--- config.mk ---
export PLATFORM = sky130hd
export DESIGN_NAME = mult_norm_stage_flat
export DESIGN_NICKNAME = d
export VERILOG_FILES = /design/src/rtl/mult_norm_stage_pkg.sv /design/src/rtl/mult_norm_stage_if.sv /design/src/rtl/mult_norm_stage_mant_normalizer.sv /design/src/rtl/mult_norm_stage.sv /design/src/flat_wrapper.sv
export SDC_FILE = /design/constraint.sdc
export NUM_CORES = 1
export LEC_CHECK = 0
export ABC_AREA = 1
export CORE_MARGIN = 1
export CORE_UTILIZATION = 41
export DETAILED_ROUTE_END_ITERATION = 10
export HOLD_SLACK_MARGIN = 0.02
export SLEW_MARGIN = 20
export SYNTH_ARGS = -nofsm -noshare
export SYNTH_HDL_FRONTEND = slang
export SYNTH_SLANG_ARGS = --single-unit
--- constraint.sdc ---
create_clock -name clk -period 3.9 [get_ports clk]
set_clock_uncertainty 0.05 [all_clocks]
set_input_delay 0.39 -clock clk [delete_from_list [all_inputs] [get_ports clk]]
set_output_delay 0.39 -clock clk [all_outputs]
set_load 0.02 [all_outputs]
--- src/rtl/mult_norm_stage_pkg.sv ---
// Shared binary32 constants, FSM states and helpers for the
// FP multiplier front end and the rounder that follows it.
package mult_norm_stage_pkg;

  localparam int BIAS     = 127;
  localparam int EXP_W    = 10;
  localparam int SIGN_BIT = 31;
  localparam int EXP_MSB  = 30;
  localparam int EXP_LSB  = 23;
  localparam int FRAC_MSB = 22;
  localparam int FRAC_W   = 23;
  localparam int SIG_W    = 24;
  localparam int PROD_W   = 48;
  localparam int CNT_W    = 5;

  localparam logic [CNT_W-1:0] LAST_CNT = CNT_W'(SIG_W - 1);

  typedef enum logic [1:0] {
    IDLE,
    MULT,
    NORM,
    DONE
  } state_e;

  // Unsigned sum minus bias, wrapping in EXP_W bits.
  function automatic logic [EXP_W-1:0] exp_add(
    input logic [7:0] ea,
    input logic [7:0] eb
  );
    return EXP_W'(ea) + EXP_W'(eb) - EXP_W'(BIAS);
  endfunction

endpackage

--- src/rtl/mult_norm_stage_if.sv ---
// Operand/result handshake bundle between the multiplier
// front end, its upstream source and the rounder.
interface mult_norm_stage_if;
  import mult_norm_stage_pkg::*;

  logic              in_valid;
  logic              in_ready;
  logic [31:0]       a;
  logic [31:0]       b;
  logic              out_valid;
  logic              out_ready;
  logic              sign;
  logic [EXP_W-1:0]  norm_exponent;
  logic [FRAC_W-1:0] norm_mantissa;
  logic              guard_bit;
  logic              sticky_bit;

  modport slave (
    input  in_valid, a, b, out_ready,
    output in_ready, out_valid, sign,
    output norm_exponent, norm_mantissa,
    output guard_bit, sticky_bit
  );

  modport master (
    output in_valid, a, b, out_ready,
    input  in_ready, out_valid, sign,
    input  norm_exponent, norm_mantissa,
    input  guard_bit, sticky_bit
  );

endinterface

--- src/rtl/mult_norm_stage_mant_normalizer.sv ---
// Combinational normaliser: picks the leading one of the
// 48-bit product and slices mantissa, guard and sticky.
module mant_normalizer
  import mult_norm_stage_pkg::*;
(
  input  logic [PROD_W-1:0] prod_i,
  input  logic [EXP_W-1:0]  exp_i,
  output logic [FRAC_W-1:0] mant_o,
  output logic              guard_o,
  output logic              sticky_o,
  output logic [EXP_W-1:0]  exp_o
);

  always_comb begin
    mant_o   = prod_i[45:23];
    guard_o  = prod_i[22];
    sticky_o = |prod_i[21:0];
    exp_o    = exp_i;
    // Product of two [1,2) values lies in [1,4).
    if (prod_i[47]) begin
      mant_o   = prod_i[46:24];
      guard_o  = prod_i[23];
      sticky_o = |prod_i[22:0];
      exp_o    = exp_i + EXP_W'(1);
    end
  end

endmodule

--- src/rtl/mult_norm_stage.sv ---
// Iterative shift-add significand multiplier with a
// normalise step feeding the rounder.
module mult_norm_stage
  import mult_norm_stage_pkg::*;
(
  input  logic             clk,
  input  logic             rst,
  mult_norm_stage_if.slave bus
);

  state_e              state_q, state_d;
  logic [SIG_W-1:0]    a_sig_q, a_sig_d;
  logic [SIG_W-1:0]    b_sig_q, b_sig_d;
  logic [PROD_W-1:0]   acc_q, acc_d;
  logic [CNT_W-1:0]    cnt_q, cnt_d;
  logic [EXP_W-1:0]    exp_sum_q, exp_sum_d;
  logic                sign_q, sign_d;
  logic [EXP_W-1:0]    exp_q, exp_d;
  logic [FRAC_W-1:0]   mant_q, mant_d;
  logic                guard_q, guard_d;
  logic                sticky_q, sticky_d;

  logic [FRAC_W-1:0]   n_mant;
  logic                n_guard;
  logic                n_sticky;
  logic [EXP_W-1:0]    n_exp;

  mant_normalizer u_norm (
    .prod_i   (acc_q),
    .exp_i    (exp_sum_q),
    .mant_o   (n_mant),
    .guard_o  (n_guard),
    .sticky_o (n_sticky),
    .exp_o    (n_exp)
  );

  always_ff @(posedge clk) begin
    if (rst) begin
      state_q   <= IDLE;
      a_sig_q   <= '0;
      b_sig_q   <= '0;
      acc_q     <= '0;
      cnt_q     <= '0;
      exp_sum_q <= '0;
      sign_q    <= 1'b0;
      exp_q     <= '0;
      mant_q    <= '0;
      guard_q   <= 1'b0;
      sticky_q  <= 1'b0;
    end else begin
      state_q   <= state_d;
      a_sig_q   <= a_sig_d;
      b_sig_q   <= b_sig_d;
      acc_q     <= acc_d;
      cnt_q     <= cnt_d;
      exp_sum_q <= exp_sum_d;
      sign_q    <= sign_d;
      exp_q     <= exp_d;
      mant_q    <= mant_d;
      guard_q   <= guard_d;
      sticky_q  <= sticky_d;
    end
  end

  always_comb begin
    state_d   = state_q;
    a_sig_d   = a_sig_q;
    b_sig_d   = b_sig_q;
    acc_d     = acc_q;
    cnt_d     = cnt_q;
    exp_sum_d = exp_sum_q;
    sign_d    = sign_q;
    exp_d     = exp_q;
    mant_d    = mant_q;
    guard_d   = guard_q;
    sticky_d  = sticky_q;
    unique case (state_q)
      IDLE: begin
        if (bus.in_valid) begin
          a_sig_d   = {1'b1, bus.a[FRAC_MSB:0]};
          b_sig_d   = {1'b1, bus.b[FRAC_MSB:0]};
          sign_d    = bus.a[SIGN_BIT] ^ bus.b[SIGN_BIT];
          exp_sum_d = exp_add(bus.a[EXP_MSB:EXP_LSB],
                              bus.b[EXP_MSB:EXP_LSB]);
          acc_d     = '0;
          cnt_d     = '0;
          state_d   = MULT;
        end
      end
      MULT: begin
        // One multiplier bit per cycle, LSB first.
        if (b_sig_q[cnt_q]) begin
          acc_d = acc_q + (PROD_W'(a_sig_q) << cnt_q);
        end
        cnt_d = cnt_q + CNT_W'(1);
        if (cnt_q == LAST_CNT) begin
          state_d = NORM;
        end
      end
      NORM: begin
        exp_d    = n_exp;
        mant_d   = n_mant;
        guard_d  = n_guard;
        sticky_d = n_sticky;
        state_d  = DONE;
      end
      DONE: begin
        if (bus.out_ready) begin
          state_d = IDLE;
        end
      end
      default: state_d = IDLE;
    endcase
  end

  assign bus.in_ready      = (state_q == IDLE);
  assign bus.out_valid     = (state_q == DONE);
  assign bus.sign          = sign_q;
  assign bus.norm_exponent = exp_q;
  assign bus.norm_mantissa = mant_q;
  assign bus.guard_bit     = guard_q;
  assign bus.sticky_bit    = sticky_q;

endmodule

--- src/flat_wrapper.sv ---
// flat-port wrapper written by rule: the top's interface ports become plain ports
module mult_norm_stage_flat import mult_norm_stage_pkg::*;
  (clk, rst, bus_in_valid, bus_a, bus_b, bus_out_ready, bus_in_ready, bus_out_valid, bus_sign, bus_norm_exponent, bus_norm_mantissa, bus_guard_bit, bus_sticky_bit);
  mult_norm_stage_if bus_i ();
  input  logic clk;
  input  logic rst;
  input wire logic [$bits(bus_i.in_valid)-1:0] bus_in_valid;
  input wire logic [$bits(bus_i.a)-1:0] bus_a;
  input wire logic [$bits(bus_i.b)-1:0] bus_b;
  input wire logic [$bits(bus_i.out_ready)-1:0] bus_out_ready;
  output wire logic [$bits(bus_i.in_ready)-1:0] bus_in_ready;
  output wire logic [$bits(bus_i.out_valid)-1:0] bus_out_valid;
  output wire logic [$bits(bus_i.sign)-1:0] bus_sign;
  output wire logic [$bits(bus_i.norm_exponent)-1:0] bus_norm_exponent;
  output wire logic [$bits(bus_i.norm_mantissa)-1:0] bus_norm_mantissa;
  output wire logic [$bits(bus_i.guard_bit)-1:0] bus_guard_bit;
  output wire logic [$bits(bus_i.sticky_bit)-1:0] bus_sticky_bit;
  assign bus_i.in_valid = bus_in_valid;
  assign bus_i.a = bus_a;
  assign bus_i.b = bus_b;
  assign bus_i.out_ready = bus_out_ready;
  assign bus_in_ready = bus_i.in_ready;
  assign bus_out_valid = bus_i.out_valid;
  assign bus_sign = bus_i.sign;
  assign bus_norm_exponent = bus_i.norm_exponent;
  assign bus_norm_mantissa = bus_i.norm_mantissa;
  assign bus_guard_bit = bus_i.guard_bit;
  assign bus_sticky_bit = bus_i.sticky_bit;
  mult_norm_stage u_core (.clk(clk), .rst(rst), .bus(bus_i));
endmodule
==> key figures <==
Placed design
  • Detail Placement HPWL: roughly 32,000 um
  • Gp weighted congestion: 1.007
  • Area of placed instances: roughly 13,000 um^2
  • Place WS: 0.1566 ns
  • Port Buffers: approximately 110

STA
  • Min Tclk post-route: 3.601 ns
  • Fmax: about 280 MHz
  • Fin crit share: 0.9233
  • Endpoints failing setup: 0
  • Slew headroom: 0.3749
  • Slew Limit Fails: 0
  • Worst-margin pin slew: 0.9140 ns
  • WHS: ~0.41 ns
  • TNS Setup: 0 ns
  • Final Hold Vio Count: 0
  • Setup slack after layout: 0.2993 ns

Routing
  • Vias: 12,890
  • Detailed Route Iter0 Violations: 951
  • DRT Wirelength: 40,700 um
  • Wire length per cell: 16.05 um
  • Routed vias/inst: roughly 5.1
  • Final ANT Viol Nets: 0
  • Pre-antenna DRT Iters: 5
  • DRC violation count after routing: 0

Setup path
  • Worst path arrival time: 3.90 ns
  • Crit-path max FO: 18
  • Worst R2R Setup Slack: 0.30 ns
  • Critical Path RT: 4.20 ns
  • CP Class: reg2reg
  • Cells on worst reg2reg path: 21
  • Critical R2R Capture: u_core.acc_q[30]$_SDFFE_PP0P_
  • CP endpoint kind: flip-flop
  • Startpoint types: flip-flop
  • Worst r2r src: u_core.cnt_q[0]$_SDFFE_PP0P_

Logic synthesis
  • Number of synthesis warnings: 0
  • Cells after Synth: 2,068
  • Ys async rst share: 0
  • Post-Syn Nets: 2,200
  • Synth Flop Type: dfxtp_1
  • Avg Synthesized Cell Area: 5.811 um^2
  • Netlist cell types: 43
  • Register bit total from synthesis: about 150
  • Post-synth EDFFs: 0
  • Yosys top cell by area: dfxtp_1
  • Area share of the largest cell type after synthesis: 0.2465
  • Syn Std Cell Area: 12,020 um^2
  • Largest cells by area after synthesis: dfxtp_1 (25%), nand2_1 (22%), inv_1 (9.2%), nor2_1 (6.6%), ha_1 (6.5%)
  • Register area share after synthesis: 0.2465

Power
  • LEAKAGE: 0.006900 uW
  • PD cells: 498.6 nW/um^2
  • Peak VDD IR: 0.3133 mV

CTS
  • # Post-CTS Setup Buffers: 0
  • Max clock buf depth: 2
  • H-tree levels: 4
  • CTS sink cnt: about 150
  • Number of CTS-inserted buffers: 17
  • Skew-Pair Late Insertion Delay: around 0.43 ns
  • Root Driver: clkbuf_16
  • CTS tree: done
  • Clock transition at path regs: 0.07 ns

Run status
  • Outcome: complete, no violations

Finish
  • Layout cells sized above 1: 0.04786
  • Area delta synth->final: 16.87%
  • Layout net count: 2,271
  • Antenna cell count: 0
  • Finished Core Util: 0.4880
  • Finished Cell Area: 14,040 um^2

GRT
  • Antenna violations before repair: 0
  • First-pass GRT wire length: around 65,000 um
  • Largest net degree at the start of global routing: 78
  • Overall routing resource usage: 0.2764
  • GR Overflow Total: 0
  • Number of global-route vias before repair: between 10,000 and 15,000

Floorplanning
  • I/O Pins: 106
  • Die Y: around 170 um
  • FP Rows: between 60 and 70
  • Core Box Area: 28,780 um^2
  • Die area: 30,000 um^2
  • Initial Utilization: 0.4176
  • Die width: 173.2 um

Hold path
  • Min-Delay Path Class: reg2reg
  • Hold EP: u_core.b_sig_q[20]$_SDFFE_PP0P_
  • Beginning of the worst hold path: u_core.b_sig_q[20]$_SDFFE_PP0P_
  • Worst Hold Depth: 2

Run
  • Max Cap Viol: 0
## cells in the mapped netlist, drive strengths merged, types with 2 or more instances
master / count
a21oi: 122
a31oi: 6
and2: 2
buf: 28
clkbuf: 57
clkinv: 2
dfxtp: 148
fa: 2
ha: 62
inv: 297
mux2i: 10
nand2: 704
nand3: 147
nand3b: 16
nand4: 15
nor2: 213
nor3: 14
nor4: 8
o211ai: 25
o21a: 2
o21ai: 127
o21bai: 4
o22ai: 8
or2: 4
xnor2: 6
xor2: 32
## per-stage QoR
stage | instances | total power (uW)
finish | 2536 | 7003
global route | 2536 | 7510
CTS | 2536 | 7027
detailed placement | 2504 | 5170
global placement | 2504 | 5142
floorplan | 2068 | 4189
## layout by cell type, fill, tap and decap left out, drive strengths merged, types with 5 or more instances in the layout
cell type      Yosys  routed
clkinv             2       5
nor4               8       8
a31oi              6       6
a21oi            122     122
o22ai              8       8
xor2              32      32
clkbuf            57      20
nand2            704     704
clkdlybuf4s50      0     104
nor3              14      14
o211ai            25      25
nand3            147     147
buf               28      33
nor2             213     213
ha                62      62
o21ai            127     127
xnor2              6       6
nand3b            16      16
nand4             15      15
dfxtp            148     148
inv              297     301
mux2i             10      10
## flip-flops by register name, summed over array words and instances, names as in the netlist, 2 cells and up
register	cells
u_core.a_sig_q	23
u_core.b_sig_q	24
u_core.acc_q	48
u_core.cnt_q	5
u_core.bus.norm_mantissa	23
u_core.state_q	2
u_core.bus.norm_exponent	10
u_core.exp_sum_q	10
## worst max path at each step
stage                                 startpoint                             to  slack [ns]  cells past startpoint
finish              u_core.cnt_q[0]$_SDFFE_PP0P_  u_core.acc_q[30]$_SDFFE_PP0P_        0.30                     21
detailed placement  u_core.cnt_q[0]$_SDFFE_PP0P_  u_core.acc_q[34]$_SDFFE_PP0P_        0.16                     19
CTS                 u_core.cnt_q[0]$_SDFFE_PP0P_  u_core.acc_q[27]$_SDFFE_PP0P_        0.13                     19
global placement    u_core.cnt_q[0]$_SDFFE_PP0P_  u_core.acc_q[39]$_SDFFE_PP0P_        0.11                     20
global route        u_core.cnt_q[0]$_SDFFE_PP0P_  u_core.acc_q[27]$_SDFFE_PP0P_       -0.01                     21
floorplan           u_core.cnt_q[0]$_SDFFE_PP0P_  u_core.acc_q[35]$_SDFFE_PP0P_        0.85                     22
## final cells by class
type                       instances  area [um^2]
clock buffer                      20        436.7
sequential                       148         2964
multi-input combinational       1536         7536
fill                            3084        14740
inverter                         299         1122
clock inverter                    12        193.9
timing repair buffer             137         1311
tap                              384        480.5
## repair_timing
item / in CTS / in global routing
endpoints found under the setup margin: 0 / 28
hold buffers: 0 / 0
hold endpoints to repair: 0 / 0
resized for setup: 0 / 14
## power breakdown
part	leakage, uW	internal [uW]	switching [uW]	total [uW]
registers	0.00121	1840	216	2050
clock network	0.000303	1090	749	1840
logic	0.00539	1100	2010	3110
total	0.00690	4030	2970	7000
## cell families (layout without fill, tap and decap cells)
| group | count (synthesis) | count (layout) | share of synthesized area |
|---|---|---|---|
| xor+xnor | 38 | 38 | 0.02769 |
| simple gates | 1124 | 1124 | 0.3819 |
| buf+inv | 384 | 468 | 0.1292 |
| flops | 148 | 148 | 0.2465 |
| mux | 10 | 10 | 0.008329 |
| fa+ha+maj | 64 | 64 | 0.06788 |
| compound gates | 300 | 300 | 0.1385 |
## per-layer routing
metal,part of all wire,vias up,GRT usage
li1,-,6662,-
met1,0.47,5872,0.3709
met2,0.45,306,0.4498
met3,0.053,50,0.04420
met4,0.028,0,0.09218
met5,0,-,0
## critical path, cell delays in order (launching register included)
cell	delay [ns]
dfxtp_2	0.37
inv_2	0.23
nand2_1	0.11
nand3_1	0.08
o21ai_1	0.08
o21ai_0	0.44
o21ai_0	0.23
nor2_1	0.28
ha_1	0.33
nand2_1	0.14
inv_1	0.05
nand2_1	0.06
nand2_1	0.07
inv_1	0.06
nand2_1	0.06
inv_1	0.05
nand2_1	0.13
a21oi_1	0.36
inv_1	0.07
nand2_1	0.06
nand3_1	0.08
a21oi_1	0.12
Note: power is estimated with default switching activity, not from simulation.
==> patch: new RTL, same settings <==
Encoding of `state_e`: now Gray code (2 bits for 4 states).
--- a/src/rtl/mult_norm_stage_pkg.sv
+++ b/src/rtl/mult_norm_stage_pkg.sv
@@ -18,6 +18,6 @@
   typedef enum logic [1:0] {
-    IDLE,
-    MULT,
-    NORM,
-    DONE
+    IDLE = 2'b00,
+    MULT = 2'b01,
+    NORM = 2'b11,
+    DONE = 2'b10
   } state_e;
Check against the original RTL: same outputs for any inputs over 10 cycles, from zero or initial values and one cycle with rst high; not proved beyond that.
==> patch against the unedited design <==
Global-route usage increased by 1.6 points; sequential cell count unchanged; first-iteration DRC count increased by 15%; maximum frequency decreased by 0.77%; utilization increased by 0.55 points; synthesized cell count decreased by 0.39%; design area decreased by 1.3%; area after synthesis decreased by 1.5%; routed wire length increased by 2.9%; worst setup slack got worse by 0.028 ns.
Power is not compared: it rests on default switching activity, and its combinational part moved more than twofold at a synthesized area within 25%.
==> patch: results <==
set metrics [dict create \
    slowest_stage "mux2i_1" \
    crit_family "simple AND/OR/NAND/NOR gates" \
    place_area_um2 13200 \
    grt_pass1_vias 12100 \
    netlist-cell-type-count 41 \
    synth_fa_ha_area_share_pct 6.47 \
    yosysWarnings 0 \
    hold_path.class "flip-flop to flip-flop" \
    min_path_cells 2 \
    insertion_delay_ns 0.46 \
    run_status "complete, no violations" \
    grt_pass1_wl_um 65600 \
    ys_seq_area_share_pct 25.0 \
    synth_mux_area_share_pct 0.845 \
    synth_fp_nets 2188 \
    stdcell_count 2516 \
    synth_compound_area_share_pct 13.4 \
    drive_gt1_share_pct 3.79 \
    grt_max_degree 69 \
    wl_per_cell_um 16.7 \
    place_hpwl_um 32900 \
    synthCells 2060 \
    cts_buffer_depth 2 \
    vias 12900 \
    cpPeakStageDelay_ns 0.38 \
    p_sw_mw 1.46 \
    cp_max_fo 23 \
    drt-initial-drc-count 1098 \
    synth_xor_area_share_pct 2.14 \
    worst_ep_arrival_time_ns 3.88 \
    track_usage_pct 29.2 \
    powerSeq_mw 1.65 \
    place_congestion 0.992 \
    root_buffer "clkbuf_16" \
    layout.nets 2253 \
    synth_common_cells "nand2_1, inv_1, nor2_1" \
]
[patch: final timing paths]
kind	startpoint	endpoint	slack, ns
setup reg to reg	u_core.cnt_q[0]	u_core.acc_q[22]	0.27
setup / recovery	u_core.cnt_q[0]	u_core.acc_q[22]	0.27
hold reg to reg	u_core.b_sig_q[1]	u_core.b_sig_q[1]	0.41
hold / removal	u_core.b_sig_q[1]	u_core.b_sig_q[1]	0.41
[patch: stage by stage]
step | power, mW | util, % | setup slack (ns)
after global routing | 4.64 | 49.3 | 0.00802
after detailed placement | 2.61 | 46.9 | 0.247
after floorplan | 2.31 | - | 0.803
final | 4.44 | 49.3 | 0.271
after global placement | 2.60 | 46.9 | 0.218
after CTS | 4.46 | 49.2 | 0.243
[patch: logic make-up (layout without fill, tap and decap cells)]
| logic type | Yosys count | count (layout) |
|---|---|---|
| adder cells (fa/ha/maj) | 60 | 60 |
| AO/OA/AOI/OAI | 291 | 291 |
| AND/OR/NAND/NOR | 1149 | 1149 |
| buffers and inverters | 373 | 451 |
| flip-flops | 148 | 148 |
| multiplexers | 10 | 10 |
| XOR/XNOR | 29 | 29 |
[patch: area by class of cell]
type                       instances  area (um^2)
multi-input combinational       1539         7440
timing repair buffer             130         1260
clock buffer                      17          425
sequential                       148         2960
inverter                         289         1090
clock inverter                    15          214
fill                            3045        14200
tap                              378          473
[patch: routing by layer]
layer	vias up	wire length, um	global-route usage [%]
li1	6672	-	-
met4	0	1030	9.66
met5	-	0	0
met2	317	19000	48.1
met1	5883	19800	38.6
met3	53	2090	4.90
[patch: repair_timing]
item                                    CTS  global route
endpoints found under the setup margin    0             8
hold endpoints to repair                  0             0
resized for setup                         0            10
setup buffers                             0             2
[patch: worst min-delay path, cell delays in order (launching register included)]
cell and delay, ns:
dfxtp_1 0.30, inv_1 0.06, a21oi_1 0.06
